$ cat src/rtl/dm_timer_responder.sv
// Memory-mapped timer that answers the CPU data-memory bus.
// It decodes a 32-byte window at BASE_ADDR and provides a prescaled 32-bit
// down-counter with one-shot or auto-reload operation and a level interrupt.
// Reads are combinational (zero wait states). Writes commit on the rising clock edge.
module dm_timer_responder #(
    parameter logic [31:0] BASE_ADDR  = 32'h1001_4000,
    parameter int          PRESCALE_W = 16
) (
    input  logic        clk_in,
    input  logic        reset,
    input  logic        dm_cs,
    input  logic        dm_r,
    input  logic        dm_w,
    input  logic [31:0] addr,
    input  logic [31:0] wdata,
    output logic [31:0] rdata,
    output logic        hit,
    output logic        irq
);

    localparam logic [2:0] OFF_CTRL     = 3'd0;
    localparam logic [2:0] OFF_LOAD     = 3'd1;
    localparam logic [2:0] OFF_COUNT    = 3'd2;
    localparam logic [2:0] OFF_STATUS   = 3'd3;
    localparam logic [2:0] OFF_PRESCALE = 3'd4;

    localparam logic [PRESCALE_W-1:0] PRE_ONE = PRESCALE_W'(1);

    // The run state is the CTRL.en bit.
    typedef enum logic {
        STOPPED = 1'b0,
        RUNNING = 1'b1
    } state_t;

    state_t                state;
    logic                  auto_reload;
    logic                  irq_en;
    logic                  expired;
    logic [31:0]           load;
    logic [31:0]           count;
    logic [PRESCALE_W-1:0] prescale;
    logic [PRESCALE_W-1:0] pre_cnt;

    logic [2:0] offset;
    logic       sel;
    logic       wr_en;
    logic       rd_en;
    logic       ctrl_wr;
    logic       load_wr;
    logic       count_wr;
    logic       status_clr;
    logic       prescale_wr;
    logic       tick;
    logic       tick_live;
    logic       expire;
    logic       reload_sel;
    logic       stop_now;
    logic       unused_addr_bits;

    // Address decode. The byte-lane bits are ignored because only word accesses exist.
    assign hit              = (addr[31:5] == BASE_ADDR[31:5]);
    assign offset           = addr[4:2];
    assign unused_addr_bits = ^addr[1:0];

    assign sel   = dm_cs & hit;
    assign wr_en = sel & dm_w;
    assign rd_en = sel & dm_r;

    assign ctrl_wr     = wr_en && (offset == OFF_CTRL);
    assign load_wr     = wr_en && (offset == OFF_LOAD);
    assign count_wr    = wr_en && (offset == OFF_COUNT);
    assign status_clr  = wr_en && (offset == OFF_STATUS) && wdata[0];
    assign prescale_wr = wr_en && (offset == OFF_PRESCALE);

    // A tick is discarded when software stops the timer or overwrites COUNT in the same cycle.
    assign tick       = (state == RUNNING) && (pre_cnt == prescale);
    assign tick_live  = tick && !(ctrl_wr && !wdata[0]) && !count_wr;
    assign expire     = tick_live && (count == 32'd0);
    // An expiry coinciding with a CTRL write obeys the newly written mode bit.
    assign reload_sel = ctrl_wr ? wdata[1] : auto_reload;
    assign stop_now   = (ctrl_wr && !wdata[0]) || (expire && !reload_sel);

    assign irq = expired & irq_en;

    // Register file, run/stop FSM, prescaler and down-counter.
    always_ff @(posedge clk_in or negedge reset) begin
        if (!reset) begin
            state       <= STOPPED;
            auto_reload <= 1'b0;
            irq_en      <= 1'b0;
            expired     <= 1'b0;
            load        <= 32'd0;
            count       <= 32'd0;
            prescale    <= '0;
            pre_cnt     <= '0;
        end else begin
            case (state)
                STOPPED: begin
                    pre_cnt <= '0;
                    if (ctrl_wr && wdata[0]) begin
                        state <= RUNNING;
                    end
                end
                RUNNING: begin
                    if (stop_now) begin
                        state   <= STOPPED;
                        pre_cnt <= '0;
                    end else if (tick) begin
                        pre_cnt <= '0;
                    end else begin
                        pre_cnt <= pre_cnt + PRE_ONE;
                    end
                end
                default: begin
                    state   <= STOPPED;
                    pre_cnt <= '0;
                end
            endcase

            if (ctrl_wr) begin
                auto_reload <= wdata[1];
                irq_en      <= wdata[2];
            end

            if (load_wr) begin
                load <= wdata;
            end

            if (prescale_wr) begin
                prescale <= wdata[PRESCALE_W-1:0];
            end

            if (count_wr) begin
                count <= wdata;
            end else if (tick_live) begin
                if (count != 32'd0) begin
                    count <= count - 32'd1;
                end else if (reload_sel) begin
                    count <= load;
                end
            end

            // Setting on expiry beats a simultaneous write-1-to-clear.
            if (expire) begin
                expired <= 1'b1;
            end else if (status_clr) begin
                expired <= 1'b0;
            end
        end
    end

    // Read mux; drives zero whenever the access is not a qualified read.
    always_comb begin
        rdata = 32'd0;
        if (rd_en) begin
            case (offset)
                OFF_CTRL:     rdata = {29'd0, irq_en, auto_reload, (state == RUNNING)};
                OFF_LOAD:     rdata = load;
                OFF_COUNT:    rdata = count;
                OFF_STATUS:   rdata = {31'd0, expired};
                OFF_PRESCALE: rdata = 32'(prescale);
                default:      rdata = 32'd0;
            endcase
        end
    end

endmodule

$ cat config.mk
export PLATFORM = sky130hd
export DESIGN_NAME = dm_timer_responder
export DESIGN_NICKNAME = d
export VERILOG_FILES = /design/src/rtl/dm_timer_responder.sv
export SDC_FILE = /design/constraint.sdc
export NUM_CORES = 1
export LEC_CHECK = 0
export ABC_CLOCK_PERIOD_IN_PS = 3760
export BUFFER_PORTS_ARGS = -buffer_cell sky130_fd_sc_hd__buf_2
export CELL_PAD_IN_SITES_DETAIL_PLACEMENT = 0
export CELL_PAD_IN_SITES_GLOBAL_PLACEMENT = 1
export CORE_MARGIN = 2
export CORE_UTILIZATION = 43
export DETAILED_ROUTE_END_ITERATION = 7
export HOLD_SLACK_MARGIN = 0.06
export PLACE_DENSITY = 0.81
export SLEW_MARGIN = 0
export SYNTH_ARGS = -nofsm -noshare
export SYNTH_HDL_FRONTEND = slang
export SYNTH_SLANG_ARGS = --single-unit
$ cat constraint.sdc
create_clock -name clk_in -period 3.76 [get_ports clk_in]
set_input_delay 0 -clock clk_in [delete_from_list [all_inputs] [get_ports clk_in]]
set_output_delay 0 -clock clk_in [all_outputs]
set_load 0.05 [all_outputs]
* Word-level counts from Yosys, hierarchy flattened *
Cells that the tools add are included.

storage, ports and cells
  register bits after elaboration = 100
  input bits = 69
  output and inout port bits = 34
  word-level logic and storage cells = 61

operators by class
  $add $sub $neg = 2
  equality and inequality tests = 6
  mux-type cells = 15
  bitwise operators = 5
  reduce and logical (&&, ||, !) cells = 25

operator list
  operator               count
  $mux 32                5
  $pmux 32 s5            1
  $logic_not 32->1       1
  $mux 16                2
  $pmux 16 s2            1
  $reduce_bool 32->1     1
  $sub 32x1->32 const B  1
  $eq 27x24->1 const B   1
  $add 16x1->16 const B  1
  $eq 16x16->1           1
  $logic_and 1x1->1      13
  $eq 3x2->1 const B     2
  $mux 1                 5
  $and 1x1->1            4
  $logic_not 1->1        4
  $reduce_bool 2->1      2
  $eq 3x1->1 const B     1
  $eq 3x3->1 const B     1
  $logic_not 3->1        1
  $reduce_bool 3->1      1
  $pmux 1 s2             1
  $reduce_and 2->1       1
  $logic_or 1x1->1       1
  $not 1->1              1

* Longest topological paths before layout *
  depth in word-level cells = 13
  depth in mapped cells = 12
  depth with buffers taken out = 9

* Worst setup path before layout *
No wires, ideal clock.

  path type = input to output
  start = input addr[17]
  end = output rdata[10]
  arrival time = 3.281 ns
  data required time = 3.760 ns
  slack = 0.479 ns
  stages on the path = 6
  buffers on the path = 1
  cell sequence = or4_1 -> or2_2 -> nor3_1 -> nand4_1 -> clkbuf_1 -> nor2_1

between the ends
  cells in the longest elaborated chain, start to end = 4

RTL lines
  item             line  text
  start, declared  14    input logic [31:0] addr,
  $eq 27x24->1     61    assign hit = (addr[31:5] == BASE_ADDR[31:5]);
  named net hit    17    output logic hit,
  $and 1x1->1      65    assign sel = dm_cs & hit;
  $and 1x1->1      67    assign rd_en = sel & dm_r;
  $mux 32          155   if (rd_en) begin
  end, declared    16    output logic [31:0] rdata,

The timed path passes the listed nets, and every way through them passes these cells.

* Worst setup path after layout *
  start = register count[0]
  end = register state

between the ends
  cells in the longest elaborated chain, start to end = 6

RTL lines
  item                    line  text
  start, declared         40    logic [31:0] count;
  start signal, assigned  134   count <= wdata;
  start signal, assigned  137   count <= count - 32'd1;
  start signal, assigned  139   count <= load;
  $logic_not 32->1        78    assign expire = tick_live && (count == 32'd0);
  $logic_and 1x1->1       78
  $logic_and 1x1->1       81    assign stop_now = (ctrl_wr && !wdata[0]) || (expire && !reload_sel);
  $logic_or 1x1->1        81
  $mux 1                  105   if (stop_now) begin
  $pmux 1 s2              97    case (state)
  end signal, assigned    88    state <= STOPPED;
  end signal, assigned    101   state <= RUNNING;
  end signal, assigned    106   state <= STOPPED;
  end, declared           35    state_t state;

No other way between the ends.
A chain may end at the register's enable or synchronous reset.

==> metrics.md <==
| Metric | Value |
|---|---|
| # nets final | 859 |
| Antenna diodes | 0 |
| Initial antenna violation count | 0 |
| Crit path buf inv count | 2 |
| Max IR drop VDD | 187 uV |
| GRT overflow | 0 |
| Sequential area share after synthesis | between 40% and 50% |
| Slew headroom | under 10% |
| First-pass GRT wire length | 29.1 mm |
| Most common cell after layout, fill and taps aside | nor2_1 |
| Drt first-iter violations | 510 |
| Worst-margin pin slew | 1.35 ns |
| Area contributors post-synth | dfrtp_1 42%, mux2_2 9.1%, nor2_1 7.4%, a21oi_1 4.0%, a22oi_1 3.9% |
| CTS Buffer Depth | 2 |
| Die height | 122 um |
| Max-cap violations | 0 |
| Placed cell area | 6630 sq um |
| Grt peak-use layer | met2 |
| Critical path class | register to register |
| Worst min path class | input pin to register |
| Finished Cell Area | 7280 sq um |
| Number of flops mapped to enable cells by yosys | 0 |
| GPL Wtd Cong | ~0.84 |
| Number of global-route vias before repair | 5,566 |
| Crit start category | register |
| Count of final max-slew check failures | 0 |
| Worst path slowest cell | or4_1 |
| Family with the most delay on the worst path | simple AND/OR/NAND/NOR gates |
| CTS tree | built |
| Syn Inst Count | around 670 |
| Final setup fails | 0 |
| Placement row count | 42 |
| Most used DFF post-synth | dfrtp_1 |
| Via density | 5.87 |
| Synth Area in Adders | 0.421% |
| Critical-path cell list | inv_1 > ha_1 > or4b_1 > or4_1 > or3_1 > buf_4 > a311oi_1 > a21oi_1 |
| First drt pass iteration count | 6 |
| Synth top area share | 42.1% |
| Htree depth | 3 |
| Port bufs | 100 |
| Synthesized area | 5940 sq um |
| Complex-gate fraction of the synthesized area | 18.9% |
| Clock Skews | 0.00958 ns |
| GR Util All Layers | 25.3% |
| Vias | 5,690 |
| Die Width | 122 um |
| GR Util met1 | between 30% and 40% |
| Number of I/O pins | 103 |
| Min Tclk post-route | between 3 and 4 ns |
| Core Area | ~13,000 sq um |
| Period utilization | 89.6% |
| Residual DRC | 0 |
| Grt met3 use | 3.84% |
| Ys Warns | 0 |
| Most frequent cells in the layout | 117 x nor2_1, 100 x dfrtp_1, 99 x buf_2 |
| Clk slew on worst S/H paths | 0.08 ns |
| Total wire length | 18.1 mm |
| Detail Placement HPWL | 12.4 mm |
| Simple-gate portion of the synthesized area | 20.3% |
| Crit path max fanout | 19 |
| Layout cells sized above 1 | 24.3% |
| Xor and xnor area share after synthesis | between 4 and 5% |
| Clk root buf | clkbuf_16 |
| Final cell count without fillers | between 900 and 1,000 |
| Fmax | 0.297 GHz |
| Met2 Use GR | 41.1% |
| Avg WL per Cell | 18.7 um |
| Syn_area_per_cell | roughly 8.9 sq um |
| Yosys reg bits | 100 |
| CP max stage delay | roughly 0.65 ns |
| Total Power | 0.00221 W |
| RSZ-0062 raised after global routing | false |
| Largest area contributor in the netlist | dfrtp_1 |
| Later-pin clock latency in the skew report | approximately 0.36 ns |
| Final Hold Fails | 0 |
| Post-CTS sizing | 0 |
| Status | finished, final reports clean |
| Distinct cell type count after synthesis | a little under 60 |
| Layout area overhead | 22.4% |
| Final ANT Viol Nets | 0 |
| Critical Path End Type | register |
| Largest net degree at the start of global routing | 82 |
| Post-synthesis mux area share | between 10% and 20% |
| P_leak | about 3.3 nW |
| Initial core utilization | 44.5% |
| Post-synthesis net count | 740 |
| Post-placement cell count | 920 |
| Die area | ~15,000 sq um |
| Critical path arrival | about 3.6 ns |
| Setup Total Neg Slack | 0 ns |
| Pwr/cell area | 303 nW/um^2 |
| Total CTS buffers | 9 |
| Clock sink total | 100 |
| Final hold slack | 0.164 ns |
| FFs w/ async S/R, synth | 100% |
| Main combinational cell family by area after synthesis | simple AND/OR/NAND/NOR gates |
| Req. time, crit path | approximately 4.0 ns |
## metal layers
layer	part of all wire, %	up-vias	routed length, um
met5	0	-	0
met2	48	224	8640
met3	5.8	19	1050
met4	1.4	0	251
li1	-	2668	-
met1	45	2779	8150
## worst paths after layout
| kind | depth (start not counted) | startpoint | slack [ns] | end |
|---|---|---|---|---|
| min in group asynchronous | 2 | reset | 0.34 | irq_en |
| worst min register to register | 2 | irq_en | 0.48 | irq_en |
| worst max register to register | 8 | count[0] | 0.39 | state |
| worst min-delay path | 5 | addr[3] | 0.16 | irq_en |
| max in group asynchronous | 3 | reset | 2.57 | pre_cnt[8] |
| worst max-delay path | 8 | count[0] | 0.39 | state |
## tightest hold or removal path: cells and delay by family
kind / cells / cell delay (ns)
buffers and inverters: 1 / 0.09
AND/OR/NAND/NOR: 4 / 0.39
## state kept, by name (all words and copies together), names as in the netlist
signal and flops:
load 32, pre_cnt 16, count 32, expired 1
auto_reload 1, prescale 16, irq_en 1, state 1
## kinds of logic (layout without fill, tap and decap cells)
logic type | Yosys count | after routing
compound gates | 174 | 174
xor+xnor | 31 | 31
fa+ha+maj | 2 | 2
buf+inv | 53 | 177
flops | 100 | 100
mux | 54 | 54
simple gates | 255 | 255
## layout make-up
class / instances / area [sq um]
timing repair buffer: 152 / 976
inverter: 9 / 33.8
clock inverter: 7 / 90.1
tap: 176 / 220
fill: 1252 / 6070
multi-input combinational: 516 / 3230
clock buffer: 9 / 225
sequential: 100 / 2500
## Yosys cell counts, types with 12 or more instances
cell type and count:
a21oi_1 48, a22oi_1 31, clkbuf_1 36, dfrtp_1 100, mux2_2 48, nand2_1 45, nand3_1 12, nor2_1 117
nor4_1 14, o21ai_0 39, xor2_1 24
## stage by stage
stage / utilization, % / worst slack, ns
floorplan: - / 0.479
global placement: 49.7 / 0.459
detailed placement: 49.7 / 0.420
CTS: 54.5 / 0.400
global route: 54.5 / 0.184
finish: 54.5 / 0.392
## power breakdown
part	switching, W	internal, W	leakage, nW
clock	0.000467	0.000536	0.156
sequential	0.0000000000529	0.00107	1.32
combinational	0.0000738	0.0000578	1.87
## what timing repair did
item,4_1_cts,5_1_grt
hold buffers,33,0
setup buffers,0,0
endpoints found under the hold margin,164,0
No activity file was read; power rests on OpenSTA's default activity.
